File: src/rtl/surf_simplified_sdiv_seq.sv
// Sequential signed-by-unsigned restoring divider, one quotient bit per clock,
// truncating toward zero, with an ap_start/ap_done/ap_idle/ap_ready handshake.
module surf_simplified_sdiv_seq #(
  parameter int DIVIDEND_WIDTH = 16,
  parameter int DIVISOR_WIDTH  = 11
) (
  input  logic                             ap_clk,
  input  logic                             ap_rst_n,
  input  logic                             ap_start,
  input  logic signed [DIVIDEND_WIDTH-1:0] dividend,
  input  logic        [DIVISOR_WIDTH-1:0]  divisor,
  output logic                             ap_idle,
  output logic                             ap_ready,
  output logic                             ap_done,
  output logic signed [DIVIDEND_WIDTH-1:0] quotient,
  output logic signed [DIVISOR_WIDTH:0]    remainder,
  output logic                             div_by_zero
);

  localparam int DW = DIVIDEND_WIDTH;
  localparam int VW = DIVISOR_WIDTH;
  localparam int CW = $clog2(DW);

  typedef enum logic [1:0] {S_IDLE, S_CALC, S_DONE} state_t;

  state_t          state_q, state_d;
  logic            sgn_q, sgn_d;
  logic [DW-1:0]   mag_q, mag_d;
  logic [VW-1:0]   dvs_q, dvs_d;
  logic [VW-1:0]   r_q, r_d;
  logic [DW-2:0]   qb_q, qb_d;
  logic [CW-1:0]   cnt_q, cnt_d;
  logic [DW-1:0]   quo_q, quo_d;
  logic [VW:0]     rem_q, rem_d;
  logic            dbz_q, dbz_d;

  logic [DW-1:0]   mag_in;
  logic [VW:0]     rs, rn;
  logic            ge;
  logic [DW-1:0]   qn;

  always_ff @(posedge ap_clk) begin
    if (!ap_rst_n) begin
      state_q <= S_IDLE;
      sgn_q   <= 1'b0;
      mag_q   <= '0;
      dvs_q   <= '0;
      r_q     <= '0;
      qb_q    <= '0;
      cnt_q   <= '0;
      quo_q   <= '0;
      rem_q   <= '0;
      dbz_q   <= 1'b0;
    end else begin
      state_q <= state_d;
      sgn_q   <= sgn_d;
      mag_q   <= mag_d;
      dvs_q   <= dvs_d;
      r_q     <= r_d;
      qb_q    <= qb_d;
      cnt_q   <= cnt_d;
      quo_q   <= quo_d;
      rem_q   <= rem_d;
      dbz_q   <= dbz_d;
    end
  end

  always_comb begin
    state_d = state_q;
    sgn_d   = sgn_q;
    mag_d   = mag_q;
    dvs_d   = dvs_q;
    r_d     = r_q;
    qb_d    = qb_q;
    cnt_d   = cnt_q;
    quo_d   = quo_q;
    rem_d   = rem_q;
    dbz_d   = dbz_q;

    // -32768 maps to 0x8000, which is exact as an unsigned magnitude.
    mag_in = dividend[DW-1] ? (DW'(0) - dividend) : dividend;

    // Partial remainder is always < divisor, so its top bit can be dropped before the shift.
    rs = {r_q, mag_q[DW-1]};
    ge = (rs >= {1'b0, dvs_q});
    rn = ge ? (rs - {1'b0, dvs_q}) : rs;
    qn = {qb_q, ge};

    case (state_q)
      S_IDLE, S_DONE: begin
        state_d = S_IDLE;
        if (ap_start) begin
          sgn_d = dividend[DW-1];
          mag_d = mag_in;
          dvs_d = divisor;
          r_d   = '0;
          qb_d  = '0;
          cnt_d = '0;
          if (divisor == '0) begin
            state_d = S_DONE;
            quo_d   = dividend[DW-1] ? {1'b1, {(DW-1){1'b0}}} : {1'b0, {(DW-1){1'b1}}};
            rem_d   = dividend[VW:0];
            dbz_d   = 1'b1;
          end else begin
            state_d = S_CALC;
          end
        end
      end
      S_CALC: begin
        mag_d = {mag_q[DW-2:0], 1'b0};
        r_d   = rn[VW-1:0];
        qb_d  = qn[DW-2:0];
        cnt_d = cnt_q + CW'(1);
        if (cnt_q == CW'(DW-1)) begin
          state_d = S_DONE;
          quo_d   = sgn_q ? (DW'(0) - qn) : qn;
          rem_d   = sgn_q ? ((VW+1)'(0) - rn) : rn;
          dbz_d   = 1'b0;
        end
      end
      default: state_d = S_IDLE;
    endcase
  end

  assign ap_idle     = (state_q != S_CALC);
  assign ap_ready    = ap_idle;
  assign ap_done     = (state_q == S_DONE);
  assign quotient    = quo_q;
  assign remainder   = rem_q;
  assign div_by_zero = dbz_q;

endmodule

File: config.mk
export PLATFORM = sky130hd
export DESIGN_NAME = surf_simplified_sdiv_seq
export DESIGN_NICKNAME = d
export VERILOG_FILES = /design/src/rtl/surf_simplified_sdiv_seq.sv
export SDC_FILE = /design/constraint.sdc
export NUM_CORES = 1
export LEC_CHECK = 0
export BUFFER_PORTS_ARGS = -buffer_cell sky130_fd_sc_hd__clkbuf_2
export CAP_MARGIN = 0
export CORE_UTILIZATION = 53
export DETAILED_ROUTE_END_ITERATION = 8
export PLACE_DENSITY_LB_ADDON = 0.2
export SETUP_SLACK_MARGIN = 0.05
export SLEW_MARGIN = 20
export SYNTH_ARGS = -nofsm -noshare
export SYNTH_HDL_FRONTEND = slang
export SYNTH_SLANG_ARGS = --single-unit
File: constraint.sdc
create_clock -name ap_clk -period 4.05 [get_ports ap_clk]
set_clock_uncertainty 0.15 [all_clocks]
set_input_delay 1.0125 -clock ap_clk [delete_from_list [all_inputs] [get_ports ap_clk]]
set_output_delay 1.0125 -clock ap_clk [all_outputs]
set_load 0.005 [all_outputs]
==> results_dict.tcl, run 1 <==
set metrics [dict create \
    worstSetupPathType "flip-flop to flip-flop" \
    core_area_um2 9770 \
    leakagePower_nw 2.41 \
    ys_seq_area_share_pct 33.2 \
    intPower_mw 1.81 \
    post_cts_buffers 0 \
    synth_cell_types 66 \
    place.gp.congestion 0.948 \
    htreeDepth 3 \
    p_seq_share_pct 29.7 \
    vias_per_cell 5.92 \
    outcome "finished, final reports clean" \
    worstReg2RegStart "mag_q[15]" \
    portBuffers 61 \
    synthXorXnorAreaFrac_pct 6.21 \
    critical_path_required_ns 4.22 \
    rsz0062_at_grt "no" \
    switching_share_pct 44.8 \
    nets 757 \
    clock_sinks 89 \
    arrival_ns 3.88 \
    drtPass1Iterations 6 \
    synth_top_family_by_area "compound AO/OA/AOI/OAI gates" \
    synth_flop_cell "dfxtp_1" \
    ctsRootBufferMaster "clkbuf_8" \
    pwr-share-comb_pct 52.2 \
    synth_enable_flop_cells 0 \
    ys_ff_latch 89 \
    routed_wl_mm 14.2 \
    dr_total_vias 5026 \
    dpl_cell_area_um2 5750 \
    wl_per_cell_um 16.7 \
    grt_max_degree 92 \
    grt-ovfl-total 0 \
    syn-num-nets 718 \
    min_from "quotient[8]" \
    synth-async-reset-ratio_pct 0 \
    fin_crit_sh_pct 91.8 \
    cp_max_fo 4 \
    ir_drop_uv 393 \
    syn_to_final_growth_pct 10.9 \
    postCtsHoldBufs 0 \
    setup_viol_count_final 0 \
    grt_use_total_pct 27.8 \
    antenna_found_initial 0 \
    ios 62 \
    synthSimpleGateAreaFrac_pct 22.4 \
    max_freq_ghz 0.269 \
    startpoint_type "flip-flop" \
    synth_warnings 0 \
    grt_pass1_wl_mm 22.5 \
    synthMuxAreaShare_pct 1.68 \
    drv_cap 0 \
    tightest_slew_ns 0.783 \
    synthAdderAreaFrac_pct 3.88 \
    synth.avg_cell_area_um2 7.97 \
    hold_viol_final 0 \
    final_antenna_net_count 0 \
    slew_viol_final 0 \
    std_cell_rows 36 \
    synthCells 672 \
    min_delay_path_depth 2 \
    cts_tree "built" \
    synth_compound_area_share_pct 27.4 \
    hold_class "flip-flop to flip-flop" \
    worst_hold_slack_ns 0.318 \
    drtIter0Drc 342 \
    clk_latency_ns 0.37 \
    rr_worst_depth 16 \
    ff2ff_setup_slack_ns 0.33 \
    die_y_um 103 \
    powerDensity_nw_per_um2 552 \
    final.setup.tns_ns 0 \
    switchingPower_mw 1.47 \
    syn_area_um2 5360 \
    drc 0 \
    design.die.area_um2 10500 \
    insertedDiodeCount 0 \
    place.detailed.hpwl_mm 10.2 \
    finalInstanceArea_um2 5940 \
    drive_gt1_share_pct 15.4 \
    cts_buffers 9 \
    first_global_vias 4561 \
    slew_headroom_pct 47.8 \
    fillers 891 \
    initial_utilization_pct 54.8 \
    cp-end-kind "flip-flop" \
    cts_buffer_depth 2 \
    holdPathEnd "quotient[8]" \
    clkPwrFrac_pct 18.1 \
    die_x_um 103 \
    clkTransAtPathRegs_ns 0.10 \
    r2r-end "remainder[10]" \
    fin_crit_ns 3.72 \
]
-- worst max-delay path by stage --
stage,depth (start not counted),slack [ns],end,startpoint
6_report,16,0.33,remainder[10],mag_q[15]
5_1_grt,16,0.05,remainder[10],mag_q[15]
4_1_cts,16,0.28,remainder[10],mag_q[15]
3_5_place_dp,15,0.32,remainder[6],mag_q[15]
3_3_place_gp,16,0.46,remainder[10],mag_q[15]
2_1_floorplan,16,0.17,remainder[10],mag_q[15]
-- power by group through the flow --
stage / Combinational (mW) / Clock (mW) / Sequential [mW]
after floorplan: 1.26 / 0 / 0.976
after global placement: 1.64 / 0 / 0.991
after detailed placement: 1.66 / 0 / 0.994
after CTS: 1.67 / 0.605 / 0.973
after global routing: 1.88 / 0.639 / 0.979
final: 1.71 / 0.593 / 0.974
-- synth_stat cells (3+ instances only) --
cell type	n	share of area, %
a21boi_0	28	3.9
dfxtp_1	89	33
nor3_1	7	0.65
nand4_1	7	0.82
o211ai_1	14	2.0
clkbuf_1	36	2.5
nor2b_1	37	4.3
o21ai_0	37	3.5
a211oi_1	10	1.4
mux2i_1	3	0.56
ha_1	15	3.5
mux2_2	4	0.84
or3_1	7	0.82
nand2_1	90	6.3
nand2b_1	10	1.2
or4_1	6	0.84
nand3_1	15	1.4
and2_1	12	1.4
o221ai_1	3	0.49
a31oi_1	8	0.93
xor2_1	23	3.8
o41ai_1	6	0.98
a21oi_1	33	3.1
o211a_1	6	1.1
nor2_1	35	2.5
inv_1	20	1.4
nor4_1	5	0.58
o21a_1	5	0.70
o31ai_1	6	0.84
a22oi_1	26	3.6
xnor2_1	15	2.5
buf_1	6	0.42
-- area by class of cell --
class	instances	area [um2]	area share, %
clock buffers	12	145	2.44
clock inverters	4	36.3	0.610
inverters	22	82.6	1.39
multi-input cells	515	3330	56.0
flip-flops and latches	89	1780	30.0
well taps	133	166	2.80
repair buffers	74	403	6.78
-- logic make-up (layout without fill, tap and decap cells) --
| kind of cell | after synthesis | count (layout) |
|---|---|---|
| fa+ha+maj | 16 | 16 |
| flops | 89 | 89 |
| simple gates | 243 | 243 |
| buf+inv | 68 | 112 |
| compound gates | 210 | 210 |
| xor+xnor | 38 | 38 |
| mux | 8 | 8 |
-- sequential cells by signal (all words and copies together) (netlist names) --
register and cells:
remainder 12, dvs_q 11, mag_q 16, qb_q 15, cnt_q 4, r_q 11, div_by_zero 1, state_q 2
quotient 16, sgn_q 1
-- metrics by stage --
stage	power, mW	utilization [%]	cells	setup WS, ns
2_1_floorplan	2.23	-	672	0.171
3_3_place_gp	2.63	58.8	833	0.456
3_5_place_dp	2.65	58.8	833	0.319
4_1_cts	3.25	60.7	849	0.278
5_1_grt	3.50	60.8	849	0.0545
6_report	3.28	60.8	849	0.332
-- critical path, stage by stage, from the launching register on --
cell and delay, ns:
dfxtp_2 0.38, inv_1 0.05, ha_1 0.22, fa_1 0.39, nand2b_2 0.25, a21oi_4 0.19
o211ai_2 0.12, nand2_1 0.16, nand2_1 0.07, o21ai_0 0.11, ha_2 0.26, nand2_1 0.07
a2111oi_2 0.22, a31oi_1 0.14, or4_1 0.48, or3_1 0.31, nand4_1 0.09
-- routing by layer --
| layer | vias to the layer above | part of all wire, % | global-route usage (%) |
|---|---|---|---|
| li1 | 2498 | - | - |
| met1 | 2371 | 47 | 37.8 |
| met2 | 143 | 47 | 44.3 |
| met3 | 14 | 5.3 | 5.69 |
| met4 | 0 | 1.1 | 8.24 |
| met5 | - | 0 | 0 |
-- layout by cell type, fill, tap and decap left out, types with 3 or more instances in the layout --
cell type | netlist | layout
a211oi_1 | 10 | 10
a21boi_0 | 28 | 28
a21oi_1 | 33 | 32
a22oi_1 | 26 | 26
a31oi_1 | 8 | 8
and2_1 | 12 | 12
buf_4 | 1 | 13
clkbuf_2 | 0 | 61
clkbuf_8 | 0 | 10
dfxtp_1 | 89 | 88
ha_1 | 15 | 14
inv_1 | 20 | 20
mux2_2 | 4 | 4
mux2i_1 | 3 | 3
nand2_1 | 90 | 90
nand2b_1 | 10 | 10
nand3_1 | 15 | 15
nand4_1 | 7 | 7
nor2_1 | 35 | 34
nor2b_1 | 37 | 35
nor3_1 | 7 | 7
nor4_1 | 5 | 5
o211a_1 | 6 | 6
o211ai_1 | 14 | 14
o21a_1 | 5 | 5
o21ai_0 | 37 | 37
o221ai_1 | 3 | 3
o31ai_1 | 6 | 6
o41ai_1 | 6 | 6
or3_1 | 7 | 7
or4_1 | 6 | 6
xnor2_1 | 15 | 15
xor2_1 | 23 | 23
-- what timing repair did --
item,4_1_cts,5_1_grt
setup endpoints to repair,0,2
hold endpoints to repair,0,0
resized for setup,0,3
Note: power is estimated with default switching activity, not from simulation.
==> inputs of run 2 (changes only) <==
--- a/config.mk
+++ b/config.mk
@@ -7,7 +7,7 @@
 export LEC_CHECK = 0
 export BUFFER_PORTS_ARGS = -buffer_cell sky130_fd_sc_hd__clkbuf_2
 export CAP_MARGIN = 0
-export CORE_UTILIZATION = 53
+export CORE_UTILIZATION = 59
 export DETAILED_ROUTE_END_ITERATION = 8
 export PLACE_DENSITY_LB_ADDON = 0.2
 export SETUP_SLACK_MARGIN = 0.05
==> constraint.sdc (replaced) <==
create_clock -name ap_clk -period 3.44 [get_ports ap_clk]
set_clock_uncertainty 0.15 [all_clocks]
set_input_delay 0.86 -clock ap_clk [delete_from_list [all_inputs] [get_ports ap_clk]]
set_output_delay 0.86 -clock ap_clk [all_outputs]
set_load 0.005 [all_outputs]
==> results_dict.tcl, run 2 (same netlist as run 1, synthesis figures left out) <==
set metrics [dict create \
    vias_per_cell 6.19 \
    min_delay_path_depth 2 \
    routed_wl_mm 14.1 \
    outcome "finished, final reports clean" \
    critical_path_required_ns 3.60 \
    first_global_vias 4856 \
    final_cell_mix "88 x nand2_1, 88 x dfxtp_1, 61 x clkbuf_2" \
    finalPower_mw 4.15 \
    leakagePower_nw 2.48 \
    ir_drop_uv 410 \
    slew_viol_final 0 \
    drc 0 \
    insertedDiodeCount 0 \
    rr_worst_depth 16 \
    htreeDepth 3 \
    cts_buffers 9 \
    startpoint_type "flip-flop" \
    cp_max_fo 4 \
    drv_cap 0 \
    worstReg2RegStart "mag_q[15]" \
    final_util_pct 69.4 \
    die_x_um 97.3 \
    initial_utilization_pct 61.2 \
    grt_max_degree 92 \
    rsz0062_at_grt "yes" \
    setup_viol_count_final 0 \
    fin_crit_ns 3.41 \
    place.detailed.hpwl_mm 9.87 \
    max_freq_ghz 0.293 \
    final_antenna_net_count 0 \
    nets 764 \
    critPathLaunch "mag_q[15]" \
    worst_hold_slack_ns 0.320 \
    cts_buffer_depth 2 \
    std_cell_rows 34 \
    clk_latency_ns 0.37 \
    worstSetupPathType "flip-flop to flip-flop" \
    portBuffers 61 \
    grt_pass1_wl_mm 23.8 \
    drtPass1Iterations 5 \
    hold_viol_final 0 \
    ctsRootBufferMaster "clkbuf_8" \
    arrival_ns 3.57 \
    slew_headroom_pct 46.3 \
    dpl_cell_area_um2 5810 \
    hold_class "flip-flop to flip-flop" \
    fin_crit_sh_pct 99.2 \
    antenna_found_initial 0 \
    powerDensity_nw_per_um2 683 \
    clkTransAtPathRegs_ns 0.10 \
    final.setup.tns_ns 0 \
    dr_total_vias 5141 \
    die_y_um 97.3 \
    ios 62 \
    grt-ovfl-total 0 \
    syn_to_final_growth_pct 13.4 \
    wl_per_cell_um 16.9 \
    fillers 754 \
    design.die.area_um2 9470 \
    grt_use_total_pct 31.0 \
    cts_tree "built" \
    drive_gt1_share_pct 17.7 \
    min_from "quotient[6]" \
    place.gp.congestion 0.897 \
    core_area_um2 8760 \
    cp-end-kind "flip-flop" \
    tightest_slew_ns 0.806 \
    finalInstanceArea_um2 6080 \
    drtIter0Drc 377 \
    clock_sinks 89 \
]
## run 2: metal layers
metal	global-route usage, %	routed length (um)	up-vias
met5	0	0	-
met4	12.0	354	0
met3	5.04	932	28
met2	49.2	6610	205
met1	42.2	6150	2404
li1	-	-	2504
## run 2: where the power goes
group	total, mW	switching, mW	internal (mW)
clock network	0.705	0.426	0.279
logic	2.30	1.38	0.921
registers	1.15	0.0623	1.09
## run 2: worst paths after layout
path | end | slack (ns)
worst max register to register | remainder[10] | 0.03
worst max-delay path | remainder[10] | 0.03
worst min register to register | quotient[6] | 0.32
worst min-delay path | quotient[6] | 0.32
## run 2: through the flow
| step | setup slack, ns | std cells |
|---|---|---|
| 2_1_floorplan | 0.0172 | 672 |
| 3_3_place_gp | 0.174 | 813 |
| 3_5_place_dp | 0.0682 | 813 |
| 4_1_cts | 0.0569 | 829 |
| 5_1_grt | -0.149 | 831 |
| 6_report | 0.0274 | 831 |
## run 2: what timing repair did
item	CTS	global route
setup endpoints to repair	1	9
pin swaps	1	1
buffers inserted	0	2
hold buffers	0	0
resized for setup	2	9
## run 2: final cells by class
class                   count  area [um2]  area share [%]
flip-flops and latches     89        1780            29.3
well taps                 108         135            2.22
clock buffers               9         124            2.04
clock inverters             7        62.6            1.03
multi-input cells         515        3420            56.3
inverters                  22        85.1            1.40
repair buffers             81         468            7.70
## run 2: critical path, stage by stage, from the launching register on
cell and delay, ns:
dfxtp_2 0.34, inv_1 0.04, ha_2 0.19, fa_2 0.38, nand2b_4 0.18, a21oi_4 0.17
o211ai_2 0.11, nand2_2 0.13, nand2_1 0.08, o21ai_2 0.09, ha_4 0.20, nand2_2 0.07
a2111oi_4 0.28, a31oi_4 0.08, or4_1 0.47, or3_1 0.32, nand4_1 0.09
==> inputs of run 3 (changes only) <==
--- a/config.mk
+++ b/config.mk
@@ -10,6 +10,7 @@
 export CORE_UTILIZATION = 59
 export DETAILED_ROUTE_END_ITERATION = 8
 export PLACE_DENSITY_LB_ADDON = 0.2
+export RECOVER_POWER = 100
 export SETUP_SLACK_MARGIN = 0.05
 export SLEW_MARGIN = 20
 export SYNTH_ARGS = -nofsm -noshare
==> results_dict.tcl, run 3 (same netlist as run 1, synthesis figures left out) <==
set metrics [dict create \
    initial_utilization_pct 61.2 \
    cts_buffers 9 \
    hold_viol_final 0 \
    clk_latency_ns 0.37 \
    cp_max_fo 4 \
    die_x_um 97.3 \
    leakagePower_nw 2.41 \
    critPathLaunch "mag_q[15]" \
    nets 764 \
    tightest_slew_ns 1.29 \
    place_ws_ns 0.0682 \
    final.setup.tns_ns 0 \
    max_freq_ghz 0.293 \
    drc 0 \
    outcome "finished, final reports clean" \
    grt_max_degree 92 \
    final_cells 831 \
    r2r-end "remainder[10]" \
    place.detailed.hpwl_mm 9.87 \
    dp.cells 813 \
    final_cell_mix "88 x nand2_1, 88 x dfxtp_1, 53 x clkbuf_2" \
    setup_viol_count_final 0 \
    core_area_um2 8760 \
    clkTransAtPathRegs_ns 0.10 \
    grt_use_total_pct 31.0 \
    hold_class "flip-flop to flip-flop" \
    arrival_ns 3.57 \
    slew_viol_final 0 \
    cp-end-kind "flip-flop" \
    ff2ff_setup_slack_ns 0.03 \
    worst_hold_slack_ns 0.320 \
    fin_crit_sh_pct 99.2 \
    vias_per_cell 6.19 \
    portBuffers 61 \
    htreeDepth 3 \
    drtIter0Drc 386 \
    powerDensity_nw_per_um2 689 \
    clock_sinks 89 \
    place.gp.congestion 0.897 \
    rsz0062_at_grt "yes" \
    drtPass1Iterations 5 \
    final_antenna_net_count 0 \
    syn_to_final_growth_pct 12.4 \
    worstReg2RegStart "mag_q[15]" \
    fin_crit_ns 3.41 \
    cts_buffer_depth 2 \
    worstSetupPathType "flip-flop to flip-flop" \
    drive_gt1_share_pct 15.4 \
    ir_drop_uv 410 \
    first_global_vias 4856 \
    antenna_found_initial 0 \
    die_y_um 97.3 \
    slew_headroom_pct 14.0 \
    ios 62 \
    design.die.area_um2 9470 \
    cp-endpoint "remainder[10]" \
    min_from "quotient[6]" \
    ctsRootBufferMaster "clkbuf_8" \
    startpoint_type "flip-flop" \
    dr_total_vias 5142 \
    insertedDiodeCount 0 \
    cts_tree "built" \
    grt-ovfl-total 0 \
    wl_per_cell_um 16.9 \
    critical_path_required_ns 3.60 \
    grt_pass1_wl_mm 23.8 \
    routed_wl_mm 14.0 \
    fin_ws_ns 0.0263 \
    std_cell_rows 34 \
    drv_cap 0 \
    rr_worst_depth 16 \
]
[run 3: cell types whose count changed in the layout (fill, tap and decap cells not counted)]
cell / previous run / this run
nor2b_2: 1 / 0
clkbuf_1: 0 / 14
nor2_1: 34 / 35
buf_12: 1 / 0
clkbuf_2: 61 / 53
and2_1: 12 / 7
and2_0: 0 / 5
nor2b_1: 35 / 37
nor2b_4: 1 / 0
buf_4: 19 / 14
nor2_2: 1 / 0
[run 3: layout make-up]
class	count	area, um2
sequential	89	1780
inverter	22	85.1
fill	772	2740
tap	108	135
clock buffer	9	124
timing repair buffer	81	423
clock inverter	7	62.6
multi-input combinational	515	3410
[run 3: worst min path at each step]
stage / end / slack (ns) / cells past startpoint
2_1_floorplan: mag_q[2] / 0.29 / 2
3_3_place_gp: remainder[1] / 0.30 / 2
3_5_place_dp: quotient[6] / 0.31 / 2
4_1_cts: dvs_q[5] / 0.32 / 2
5_1_grt: quotient[6] / 0.35 / 2
6_report: quotient[6] / 0.32 / 2
[run 3: critical path, cell delays in order (launching register included)]
cell and delay [ns]:
dfxtp_2 0.34, inv_1 0.04, ha_2 0.19, fa_2 0.38, nand2b_4 0.18, a21oi_4 0.17
o211ai_2 0.11, nand2_2 0.13, nand2_1 0.08, o21ai_2 0.09, ha_4 0.20, nand2_2 0.07
a2111oi_4 0.28, a31oi_4 0.08, or4_1 0.48, or3_1 0.32, nand4_1 0.09
[run 3: through the flow]
| stage | area (um2) | utilization [%] | power (mW) |
|---|---|---|---|
| 3_5_place_dp | 5810 | 66.3 | 3.22 |
| 5_1_grt | 6020 | 68.7 | 4.41 |
| 3_3_place_gp | 5810 | 66.3 | 3.15 |
| 4_1_cts | 6020 | 68.7 | 3.98 |
| 2_1_floorplan | 5410 | - | 2.72 |
| 6_report | 6020 | 68.7 | 4.15 |
[run 3: per-layer routing]
layer	up-vias	global-route usage, %	wire length, um
li1	2505	-	-
met1	2410	42.2	6170
met2	197	49.2	6580
met3	30	5.04	915
met4	0	12.0	349
met5	-	0	0
[run 3: power breakdown]
group	switching [mW]	leakage [nW]	total [mW]	internal [mW]
registers	0.0616	0.723	1.15	1.09
clock network	0.426	0.0980	0.706	0.279
logic	1.38	1.59	2.29	0.914
[run 3: repair_timing]
item                                    in CTS  in global routing
gates cloned                                 0                  0
resized for setup                            2                  9
endpoints found under the setup margin       1                  9
buffers inserted                             0                  2
pin swaps                                    1                  1
hold buffers                                 0                  0
endpoints found under the hold margin        0                  0
